<file path="config.mk">
export PLATFORM = sky130hd
export DESIGN_NAME = lcd_timing
export DESIGN_NICKNAME = d
export VERILOG_FILES = /design/src/rtl/lcd_timing.sv
export SDC_FILE = /design/constraint.sdc
export NUM_CORES = 1
export LEC_CHECK = 0
export CORE_MARGIN = 2
export CORE_UTILIZATION = 30
export DETAILED_ROUTE_END_ITERATION = 10
export DONT_BUFFER_PORTS = 1
export PLACE_DENSITY = 0.53
export SYNTH_ARGS = -nofsm -noshare
export SYNTH_HDL_FRONTEND = slang
export SYNTH_SLANG_ARGS = --single-unit
export TNS_END_PERCENT = 30
</file>
<file path="constraint.sdc">
create_clock -name clock -period 2.49 [get_ports clock]
set_input_delay 0.498 -clock clock [delete_from_list [all_inputs] [get_ports clock]]
set_output_delay 0.498 -clock clock [all_outputs]
set_load 0.05 [all_outputs]
</file>
<file path="src/rtl/lcd_timing.sv">
// ============================================================================
// lcd_timing
// ----------------------------------------------------------------------------
// Game Boy LCD timing generator. Runs the per-dot line/frame counters, holds
// the CPU-visible LCD registers LCDC (FF40), STAT (FF41), LY (FF44) and
// LYC (FF45), and raises VBlank / LCD-STAT interrupt request pulses.
//
// Ports:
//   clock       CPU clock, one dot per cycle
//   reset       asynchronous, active-high
//   addr        CPU bus address
//   data_in     CPU write data
//   we          CPU write strobe (sampled on rising clock edge)
//   re          CPU read strobe
//   data_out    register read data, 8'h00 when not hit (combinational)
//   hit         re asserted and addr is one of the four LCD registers
//   ly          current line
//   mode        current STAT mode
//   irq_vblank  one-cycle VBlank request
//   irq_stat    one-cycle STAT request
//
// Revision: 1.0 - initial release
// ============================================================================
`default_nettype none

module lcd_timing #(
   parameter int DOTS_PER_LINE   = 456,
   parameter int LINES_PER_FRAME = 154,
   parameter int VBLANK_LINE     = 144,
   parameter int MODE2_DOTS      = 80,
   parameter int MODE3_DOTS      = 172
) (
   input  logic        clock,
   input  logic        reset,
   input  logic [15:0] addr,
   input  logic [7:0]  data_in,
   input  logic        we,
   input  logic        re,
   output logic [7:0]  data_out,
   output logic        hit,
   output logic [7:0]  ly,
   output logic [1:0]  mode,
   output logic        irq_vblank,
   output logic        irq_stat
);

   localparam int DOT_W = $clog2(DOTS_PER_LINE);

   localparam logic [DOT_W-1:0] DOT_LAST  = DOT_W'(DOTS_PER_LINE - 1);
   localparam logic [DOT_W-1:0] DOT_MODE3 = DOT_W'(MODE2_DOTS);
   localparam logic [DOT_W-1:0] DOT_MODE0 = DOT_W'(MODE2_DOTS + MODE3_DOTS);
   localparam logic [7:0]       LY_LAST   = 8'(LINES_PER_FRAME - 1);
   localparam logic [7:0]       LY_VBLANK = 8'(VBLANK_LINE);

   localparam logic [1:0] MODE_HBLANK = 2'd0;
   localparam logic [1:0] MODE_VBLANK = 2'd1;
   localparam logic [1:0] MODE_OAM    = 2'd2;
   localparam logic [1:0] MODE_XFER   = 2'd3;

   logic [DOT_W-1:0] dot;
   logic [7:0]       lcdc;
   logic [3:0]       stat_en;      // STAT[6:3]
   logic [7:0]       lyc;
   logic             coincidence;
   logic             stat_line;

   logic             sel_lcdc, sel_stat, sel_ly, sel_lyc;
   logic             wr_lcdc, wr_stat, wr_ly, wr_lyc;
   logic             lcd_on_next;
   logic [DOT_W-1:0] dot_inc;
   logic [7:0]       ly_inc;
   logic             stat_line_next;

   // Mode for a given counter position; used on the next-state values so
   // that mode is registered alongside dot/ly.
   function automatic logic [1:0] mode_of(input logic [DOT_W-1:0] d,
                                          input logic [7:0]       l);
      if (l >= LY_VBLANK)      return MODE_VBLANK;
      else if (d < DOT_MODE3)  return MODE_OAM;
      else if (d < DOT_MODE0)  return MODE_XFER;
      else                     return MODE_HBLANK;
   endfunction

   always_comb begin
      sel_lcdc = (addr == 16'hFF40);
      sel_stat = (addr == 16'hFF41);
      sel_ly   = (addr == 16'hFF44);
      sel_lyc  = (addr == 16'hFF45);

      wr_lcdc = we & sel_lcdc;
      wr_stat = we & sel_stat;
      wr_ly   = we & sel_ly;
      wr_lyc  = we & sel_lyc;

      // A write disabling the LCD takes effect on the same edge, so it
      // overrides any wrap or IRQ that edge would otherwise produce.
      lcd_on_next = wr_lcdc ? data_in[7] : lcdc[7];

      if (dot == DOT_LAST) begin
         dot_inc = '0;
         ly_inc  = (ly == LY_LAST) ? 8'd0 : ly + 8'd1;
      end else begin
         dot_inc = dot + 1'b1;
         ly_inc  = ly;
      end

      stat_line_next = (stat_en[3] & coincidence)
                     | (stat_en[2] & (mode == MODE_OAM))
                     | (stat_en[1] & (mode == MODE_VBLANK))
                     | (stat_en[0] & (mode == MODE_HBLANK));
   end

   always_ff @(posedge clock or posedge reset) begin
      if (reset) begin
         dot         <= '0;
         ly          <= 8'd0;
         lcdc        <= 8'h80;
         stat_en     <= 4'd0;
         lyc         <= 8'd0;
         coincidence <= 1'b0;
         stat_line   <= 1'b0;
         mode        <= MODE_OAM;
         irq_vblank  <= 1'b0;
         irq_stat    <= 1'b0;
      end else begin
         if (wr_lcdc) lcdc    <= data_in;
         if (wr_stat) stat_en <= data_in[6:3];
         if (wr_lyc)  lyc     <= data_in;

         if (!lcd_on_next) begin
            dot        <= '0;
            ly         <= 8'd0;
            mode       <= MODE_HBLANK;
            irq_vblank <= 1'b0;
            irq_stat   <= 1'b0;
            stat_line  <= 1'b0;
         end else begin
            // Re-enable and an LY write both restart at line 0, dot 0.
            // The clear path never raises VBlank.
            if (!lcdc[7] || wr_ly) begin
               dot        <= '0;
               ly         <= 8'd0;
               mode       <= MODE_OAM;
               irq_vblank <= 1'b0;
            end else begin
               dot        <= dot_inc;
               ly         <= ly_inc;
               mode       <= mode_of(dot_inc, ly_inc);
               irq_vblank <= (dot_inc == '0) && (ly_inc == LY_VBLANK);
            end

            // Interrupt edge detection starts one cycle after re-enable so
            // the mode left over from the disabled period cannot fire.
            if (lcdc[7]) begin
               coincidence <= (ly == lyc);
               stat_line   <= stat_line_next;
               irq_stat    <= stat_line_next & ~stat_line;
            end else begin
               stat_line   <= 1'b0;
               irq_stat    <= 1'b0;
            end
         end
      end
   end

   always_comb begin
      hit      = re & (sel_lcdc | sel_stat | sel_ly | sel_lyc);
      data_out = 8'h00;
      if (re) begin
         if (sel_lcdc)     data_out = lcdc;
         else if (sel_stat) data_out = {1'b1, stat_en, coincidence, mode};
         else if (sel_ly)   data_out = ly;
         else if (sel_lyc)  data_out = lyc;
      end
   end

endmodule

`default_nettype wire
</file>
# [Word-level counts from Yosys, hierarchy flattened]
# Index checks and enable logic that the tools add are counted.
[totals] register_bits=43 latch_bits=0 mem_bits_rw=0 mem_bits_ro=0 input_bits=28 out_inout_bits=21 word_cells=72 memories=0
[op_classes] add_sub_neg=2 multipliers=0 div_mod_pow=0 magnitude_cmp=3 eq_ne=10 n_shift=0 mux=24 bitwise=17 n_reduce_logical=6
[op_table] cell="$mux W8" count=9
[op_table] cell="$eq A16 B16 Y1 const B" count=4
[op_table] cell="$mux W9" count=3
[op_table] cell="$eq A8 B8 Y1 const B" count=2
[op_table] cell="$and A1 B1 Y1" count=10
[op_table] cell="$mux W2" count=5
[op_table] cell="$add A9 B1 Y9 const B" count=1
[op_table] cell="$eq A9 B9 Y1 const B" count=1
[op_table] cell="$logic_not A9 Y1" count=1
[op_table] cell="$lt A9 B7 Y1 const B" count=1
[op_table] cell="$lt A9 B8 Y1 const B" count=1
[op_table] cell="$add A8 B1 Y8 const B" count=1
[op_table] cell="$eq A8 B8 Y1" count=1
[op_table] cell="$ge A8 B8 Y1 const B" count=1
[op_table] cell="$mux W1" count=7
[op_table] cell="$or A1 B1 Y1" count=6
[op_table] cell="$eq A2 B1 Y1 const B" count=1
[op_table] cell="$eq A2 B2 Y1 const B" count=1
[op_table] cell="$logic_not A2 Y1" count=1
[op_table] cell="$reduce_and A2 Y1" count=1
[op_table] cell="$logic_and A1 B1 Y1" count=1
[op_table] cell="$logic_not A1 Y1" count=1
[op_table] cell="$logic_or A1 B1 Y1" count=1
[op_table] cell="$not A1 Y1" count=1

# [Depth between registers and ports, before layout]
# Gate-level depths: netlist of the first run.
[logic_depth] depth_word=8 depth_mapped=9 mapped_depth_nobuf=8

# [Least setup slack after synthesis of the first run]
# No wires, ideal clock.
[synth_path] path_type="input to output" startpoint="in addr[1]" endpoint="out data_out[7]" t_arrival_ns=2.449 required_time_ns=1.992 path_slack_ns=-0.457 path_stages=5 n_path_buf=1 cell_sequence="nor4_1 -> and4b_1 -> clkbuf_1 -> nand2_1 -> a211oi_1"
[synth_via] elab_chain_cells=6 word_cells_on_any_way=9 cone_classes="eq/ne (4); mux (5)"
[synth_lines] item="from (decl)" line="35" rtl="input logic [15:0] addr,"
[synth_lines] item="$eq A16 B16 Y1" line="88" rtl="sel_lyc = (addr == 16'hFF45);"
[synth_lines] item="$mux W8" line="173" rtl="else if (sel_lyc) data_out = lyc;"
[synth_lines] item="$mux W8" line="172" rtl="else if (sel_ly) data_out = ly;"
[synth_lines] item="$mux W8" line="171" rtl="else if (sel_stat) data_out = {1'b1, stat_en, coincidence, mode};"
[synth_lines] item="$mux W8 *" line="170" rtl="if (sel_lcdc) data_out = lcdc;"
[synth_lines] item="$mux W8 *" line="169" rtl="if (re) begin"
[synth_lines] item="to (decl)" line="39" rtl="output logic [7:0] data_out,"
# Mark *: on every way between the ends. The rest lies on a longest branch, timed or not.

# [Worst setup path in the final report of the first run]
[layout_path] startpoint="reg ly[0]" endpoint="out data_out[0]"
[layout_via] elab_chain_cells=4
[layout_lines] item="from (decl)" line="41" rtl="output logic [7:0] ly,"
[layout_lines] item="from (signal assigned)" line="147" rtl="ly <= ly_inc;"
[layout_lines] item="$mux W8" line="172"
[layout_lines] item="$mux W8" line="171"
[layout_lines] item="$mux W8" line="170"
[layout_lines] item="$mux W8" line="169"
# No other way between the ends.

==> flow_metrics.tcl, run 1 <==
set metrics [dict create \
    syn_avg_cell_area_sq_um 9.53 \
    post-place-ws_ns 0.116 \
    synth_seq_area_share_pct 40.4 \
    ios 49 \
    antenna_found_initial 0 \
    viasPerCell 5.34 \
    yosys.area.top_type "dfrtp_1" \
    cts-root-buf "clkbuf_8" \
    cts.sinks 43 \
    cts_buffers 5 \
    synth_fa_ha_area_share_pct 1.88 \
    initialDrtViolationCount 88 \
    critPathRequiredTime_ns 1.99 \
    fp.dieW_um 98.3 \
    die_h_um 98.3 \
    cts.path.max_buffers 2 \
    h-tree-depth 2 \
    place_hpwl_um 5070 \
    critPathLaunchType "flip-flop" \
    arrival_ns 1.84 \
    syn2layout_area_growth_pct 16.7 \
    critPathLaunch "ly[0]$_DFF_PP0_" \
    dominantRegCellSynth "dfrtp_1" \
    yosysTopAreaCellShare_pct 38.5 \
    async_flop_share_pct 100 \
    synth_seq_cells 43 \
    ys_warn_count 0 \
    synth_top_family_by_area "simple AND/OR/NAND/NOR gates" \
    setup_slack_ns 0.150 \
    worst-setup-path-type "flip-flop to output pin" \
    synth_xor_area_share_pct 5.25 \
    max_slew.worst_pin.slew_ns 0.909 \
    synth_simple_gate_area_share_pct 24.6 \
    synthesis.nets 312 \
    synthMuxAreaShare_pct 12.9 \
    fillCellCount 889 \
    layout_common_cells "dfrtp_1, buf_4, nand2_1" \
    reg2reg_from "dot[3]$_DFF_PP0_" \
    fin_skew_ns 0.00659 \
    grt_use_met2_pct 22.4 \
    grt.met1_usage_pct 20.1 \
    grt_pass1_vias 2139 \
    ctsHoldBuffers 0 \
    grt_pass1_wl_um 11300 \
    io_buffer_count 0 \
    power_mw 1.20 \
    n_antenna_cell 0 \
    drv_slew 0 \
    layout.cells.non_filler 419 \
    syn_area_sq_um 2670 \
    rsz0062_at_grt "no" \
    synth_compound_area_share_pct 10.3 \
    maxCapViolCount 0 \
    grt_remaining_overflow 0 \
    busiest_layer "met2" \
    layout_min_cycle_time_ns 2.34 \
    final.setup.tns_ns 0 \
    synthDistinctLibCells 52 \
    end_kind "output pin" \
    cts_tree "built" \
    coreArea_sq_um 8680 \
    dr.pass1.iters 5 \
    drt-total-wl_um 6890 \
    grt_start_max_net_pins 44 \
    path_max_fanout 10 \
    holdCritPathClass "input pin to async pin" \
    synth_cells 280 \
    mostFrequentLayoutCell "dfrtp_1" \
    setup_viol 0 \
    grt_use_met3_pct 3.22 \
    fmaxAchievable_ghz 0.427 \
    die_area_sq_um 9660 \
    leakagePower_nw 1.37 \
    synth_edf_count 0 \
    finalHoldViolCount 0 \
    powerDensity_nw_per_um2 386 \
    clk-insertion-delay-late_ns 0.31 \
    status "complete, no violations" \
    drive_above_1_share_pct 25.1 \
    clkSlewWorstSetupHoldPaths_ns 0.09 \
    vias 2237 \
    synth_area_leaders "dfrtp_1, mux4_2, mux2_2, nand2_1, xnor2_1" \
    ir_worst_vdd_mv 0.203 \
    drc 0 \
    maxSlewHeadroom_pct 39.3 \
    gp_congestion 0.854 \
    initial_utilization_pct 30.7 \
    dp_cells 411 \
    final_antenna_net_count 0 \
    rows 34 \
    final_nets 342 \
    grtUsageTotal_pct 14.4 \
    wl_per_cell_um 16.5 \
    post-route-period-util_pct 94.0 \
]
## where the power goes
part | switching [mW] | leakage, nW | internal, mW
clock | 0.279 | 0.0408 | 0.201
sequential | 0.000229 | 0.594 | 0.698
combinational | 0.0149 | 0.733 | 0.00790
## critical path, cell delays in order (launching register included)
cell	delay (ns)
dfrtp_1	0.50
buf_4	0.20
mux4_2	0.44
and3_1	0.19
buf_4	0.19
## routing by layer
metal	vias to the layer above	wire length [um]	share of wire, %
li1	1071	-	-
met1	1102	3130	45
met2	53	3310	48
met3	11	324	4.7
met4	0	129	1.9
met5	-	0	0
## flip-flops by register name, summed over array words and instances, names as in the netlist
register	count
dot	9
irq_vblank	1
ly	8
coincidence	1
stat_en	4
stat_line	1
mode	2
irq_stat	1
lyc	8
lcdc	8
## path summary, 6_finish.rpt
path,endpoint,slack [ns],depth (start not counted)
worst max-delay path,data_out[0],0.15,4
worst min-delay path,ly[2]$_DFF_PP0_,0.26,1
worst max register to register,irq_vblank$_DFF_PP0_,0.24,6
worst min register to register,irq_stat$_DFF_PP0_,0.42,1
max in group asynchronous,lyc[7]$_DFFE_PP0P_,1.66,1
min in group clock,lcdc[2]$_DFFE_PP0P_,0.29,2
## what timing repair did
action	CTS	global route
resized for setup	0	0
setup buffers	0	0
setup endpoints to repair	0	1
## cells by family (layout without fill, tap and decap cells)
kind of cell / Yosys count / after routing
xor gates and xnor gates: 16 / 16
AOI/OAI and AO/OA: 43 / 43
muxes: 24 / 24
and+or+nand+nor: 123 / 123
DFF: 43 / 43
buffers and inverters: 27 / 58
adders and majority gates: 4 / 4
## synth_stat cells (2+ instances only)
cell type,count
o21bai_1,2
dfrtp_1,41
ha_1,4
a211oi_1,2
xor2_1,2
buf_4,2
and4_1,2
inv_1,10
mux2_2,13
and3_1,13
mux4_2,7
dfstp_2,2
a21oi_1,12
nand2_1,36
o21ai_0,10
buf_2,6
a31oi_1,2
nor2_1,23
nor4bb_1,2
nand4_1,7
nand2b_1,3
nor3_1,12
o22ai_1,4
or3_1,3
nor4_1,4
xnor2_1,14
nand3_1,7
mux2i_1,4
o211ai_1,2
clkbuf_1,7
## metrics by stage
stage	util [%]	hold WS (ns)	instance area, sq um
global placement	34.8	0.401	3020
detailed placement	34.8	0.408	3020
global route	35.9	0.285	3110
floorplan	-	0.387	2670
finish	35.9	0.261	3110
CTS	35.9	0.289	3110
## final cells by class
cell class,count,area (sq um),area share (%)
clock buffers,5,68.8,2.21
clock inverters,3,23.8,0.763
inverters,10,37.5,1.21
multi-input cells,210,1470,47.2
flip-flops and latches,43,1080,34.6
well taps,108,135,4.34
repair buffers,40,300,9.64
Power figures use the tool's default switching activity.
==> run 2, diff against run 1 <==
--- a/config.mk
+++ b/config.mk
@@ -9,7 +9,8 @@
 export CORE_UTILIZATION = 30
 export DETAILED_ROUTE_END_ITERATION = 10
 export DONT_BUFFER_PORTS = 1
-export PLACE_DENSITY = 0.53
+export HOLD_SLACK_MARGIN = 0.03
+export PLACE_DENSITY = 0.52
 export SYNTH_ARGS = -nofsm -noshare
 export SYNTH_HDL_FRONTEND = slang
 export SYNTH_SLANG_ARGS = --single-unit
==> constraint.sdc (replaced) <==
create_clock -name clock -period 2.5 [get_ports clock]
set_input_delay 0.5 -clock clock [delete_from_list [all_inputs] [get_ports clock]]
set_output_delay 0.5 -clock clock [all_outputs]
set_load 0.05 [all_outputs]
==> flow_metrics.tcl, run 2 (same netlist as run 1, synthesis figures left out) <==
set metrics [dict create \
    sw_frac_of_total_pct 24.0 \
    die_area_sq_um 9660 \
    post-place-ws_ns 0.111 \
    dp_cells 414 \
    grtUsageTotal_pct 15.3 \
    grt_pass1_wl_um 11700 \
    comb_power_share_pct 1.9 \
    clkSlewWorstSetupHoldPaths_ns 0.10 \
    viasPerCell 5.23 \
    die_h_um 98.3 \
    drive_above_1_share_pct 26.1 \
    antenna_found_initial 0 \
    coreArea_sq_um 8680 \
    initialDrtViolationCount 70 \
    fillCellCount 936 \
    layout_min_cycle_time_ns 2.34 \
    maxCapViolCount 0 \
    grt_pass1_vias 2248 \
    grt.met1_usage_pct 20.4 \
    drc 0 \
    busiest_layer "met2" \
    largest_register_ffs 9 \
    clk-insertion-delay-late_ns 0.31 \
    max_slew.worst_pin.slew_ns 0.925 \
    cts.path.max_buffers 2 \
    slowest_delay_ns 0.50 \
    powerDensity_nw_per_um2 379 \
    grt_start_max_net_pins 44 \
    p_clk_share_pct 39.6 \
    ios 49 \
    setup_viol 0 \
    critPathLaunchType "flip-flop" \
    holdCritPathClass "input pin to async pin" \
    maxSlewHeadroom_pct 38.3 \
    n_antenna_cell 0 \
    largest_register "dot" \
    syn2layout_area_growth_pct 17.6 \
    rr_worst_depth 6 \
    fmaxAchievable_ghz 0.426 \
    rsz0062_at_grt "no" \
    power_mw 1.19 \
    ir_worst_vdd_mv 0.209 \
    final.setup.tns_ns 0 \
    cts_buffers 5 \
    drv_slew 0 \
    place_hpwl_um 5270 \
    path_buf_inv 2 \
    cts.sinks 43 \
    timing.critical_path.mode_cell "buf_4" \
    vias 2206 \
    grt_use_met3_pct 4.08 \
    drt-total-wl_um 7050 \
    mostFrequentLayoutCell "buf_4" \
    gp_congestion 0.827 \
    rows 34 \
    power.share.sequential_pct 58.5 \
    cp_cell_sequence "buf_4, mux4_2, and3_1, buf_4" \
    cts-root-buf "clkbuf_8" \
    reg2reg_slack_ns 0.23 \
    path_max_fanout 10 \
    fin_skew_ns 0.0143 \
    end_kind "output pin" \
    r2r-end "irq_vblank$_DFF_PP0_" \
    layout.cells.non_filler 422 \
    p_sw_uw 286 \
    fp.dieW_um 98.3 \
    h-tree-depth 2 \
    intPower_uw 903 \
    critPathRequiredTime_ns 2.00 \
    cts_tree "built" \
    leakagePower_nw 1.38 \
    arrival_ns 1.84 \
    initial_utilization_pct 30.7 \
    finalHoldViolCount 0 \
    post-route-period-util_pct 93.8 \
    reg2reg_from "dot[3]$_DFF_PP0_" \
    io_buffer_count 0 \
    grt_use_met2_pct 24.3 \
    fin_util_pct 36.2 \
    wl_per_cell_um 16.7 \
    slowest_stage "dfrtp_1" \
    worst-setup-path-type "flip-flop to output pin" \
    status "complete, no violations" \
    cts_setup_buffers 0 \
    setup_slack_ns 0.155 \
    grt_remaining_overflow 0 \
    crit_family "flip-flops" \
    final_antenna_net_count 0 \
    layout_common_cells "buf_4, dfrtp_1, nand2_1" \
    final_nets 345 \
    dr.pass1.iters 4 \
]
-- run 2: per-layer routing --
metal  share of wire, %  vias up
li1                   -     1080
met1                 46     1065
met2                 46       51
met3                5.8       10
met4                2.0        0
met5                  0        -
-- run 2: power groups by stage --
stage / clock network, mW / registers, mW / logic, mW
2_1_floorplan: 0 / 0.709 / 0.0241
6_report: 0.471 / 0.696 / 0.0230
4_1_cts: 0.496 / 0.696 / 0.0247
5_1_grt: 0.526 / 0.696 / 0.0267
3_5_place_dp: 0 / 0.709 / 0.0247
3_3_place_gp: 0 / 0.709 / 0.0245
-- run 2: worst max-delay path by stage --
stage                     start                      end  slack, ns  cells after the start
6_report        ly[0]$_DFF_PP0_              data_out[0]       0.16                      4
5_1_grt        dot[3]$_DFF_PP0_     irq_vblank$_DFF_PP0_       0.05                      6
4_1_cts        dot[3]$_DFF_PP0_     irq_vblank$_DFF_PP0_       0.12                      6
3_5_place_dp            addr[1]  coincidence$_DFFE_PP0P_       0.11                      7
3_3_place_gp            addr[1]  coincidence$_DFFE_PP0P_       0.17                      7
2_1_floorplan   ly[3]$_DFF_PP0_        mode[1]$_DFF_PP1_       0.01                      7
-- run 2: what timing repair did --
action                     in CTS  in global routing
resized for setup               0                  1
hold buffers                    0                  0
setup endpoints to repair       0                  1
-- run 2: stage by stage --
step / area, sq um / hold WS [ns]
after floorplan: 2670 / 0.387
after global placement: 3040 / 0.399
after detailed placement: 3040 / 0.406
after CTS: 3140 / 0.288
final: 3140 / 0.275
after global routing: 3140 / 0.285
-- run 2: worst register-to-register path, stage by stage, from the launching register on --
cell	delay (ns)
dfrtp_1	0.39
or4b_4	0.57
nor4_4	0.31
mux2i_1	0.16
o21bai_1	0.17
or4_1	0.42
nor4_2	0.15
-- run 2: area by class of cell --
type | count | area (sq um) | area share [%]
sequential | 43 | 1080 | 34.4
clock buffer | 5 | 68.8 | 2.19
timing repair buffer | 43 | 323 | 10.3
clock inverter | 3 | 23.8 | 0.758
inverter | 10 | 37.5 | 1.20
multi-input combinational | 210 | 1470 | 46.9
tap | 108 | 135 | 4.31
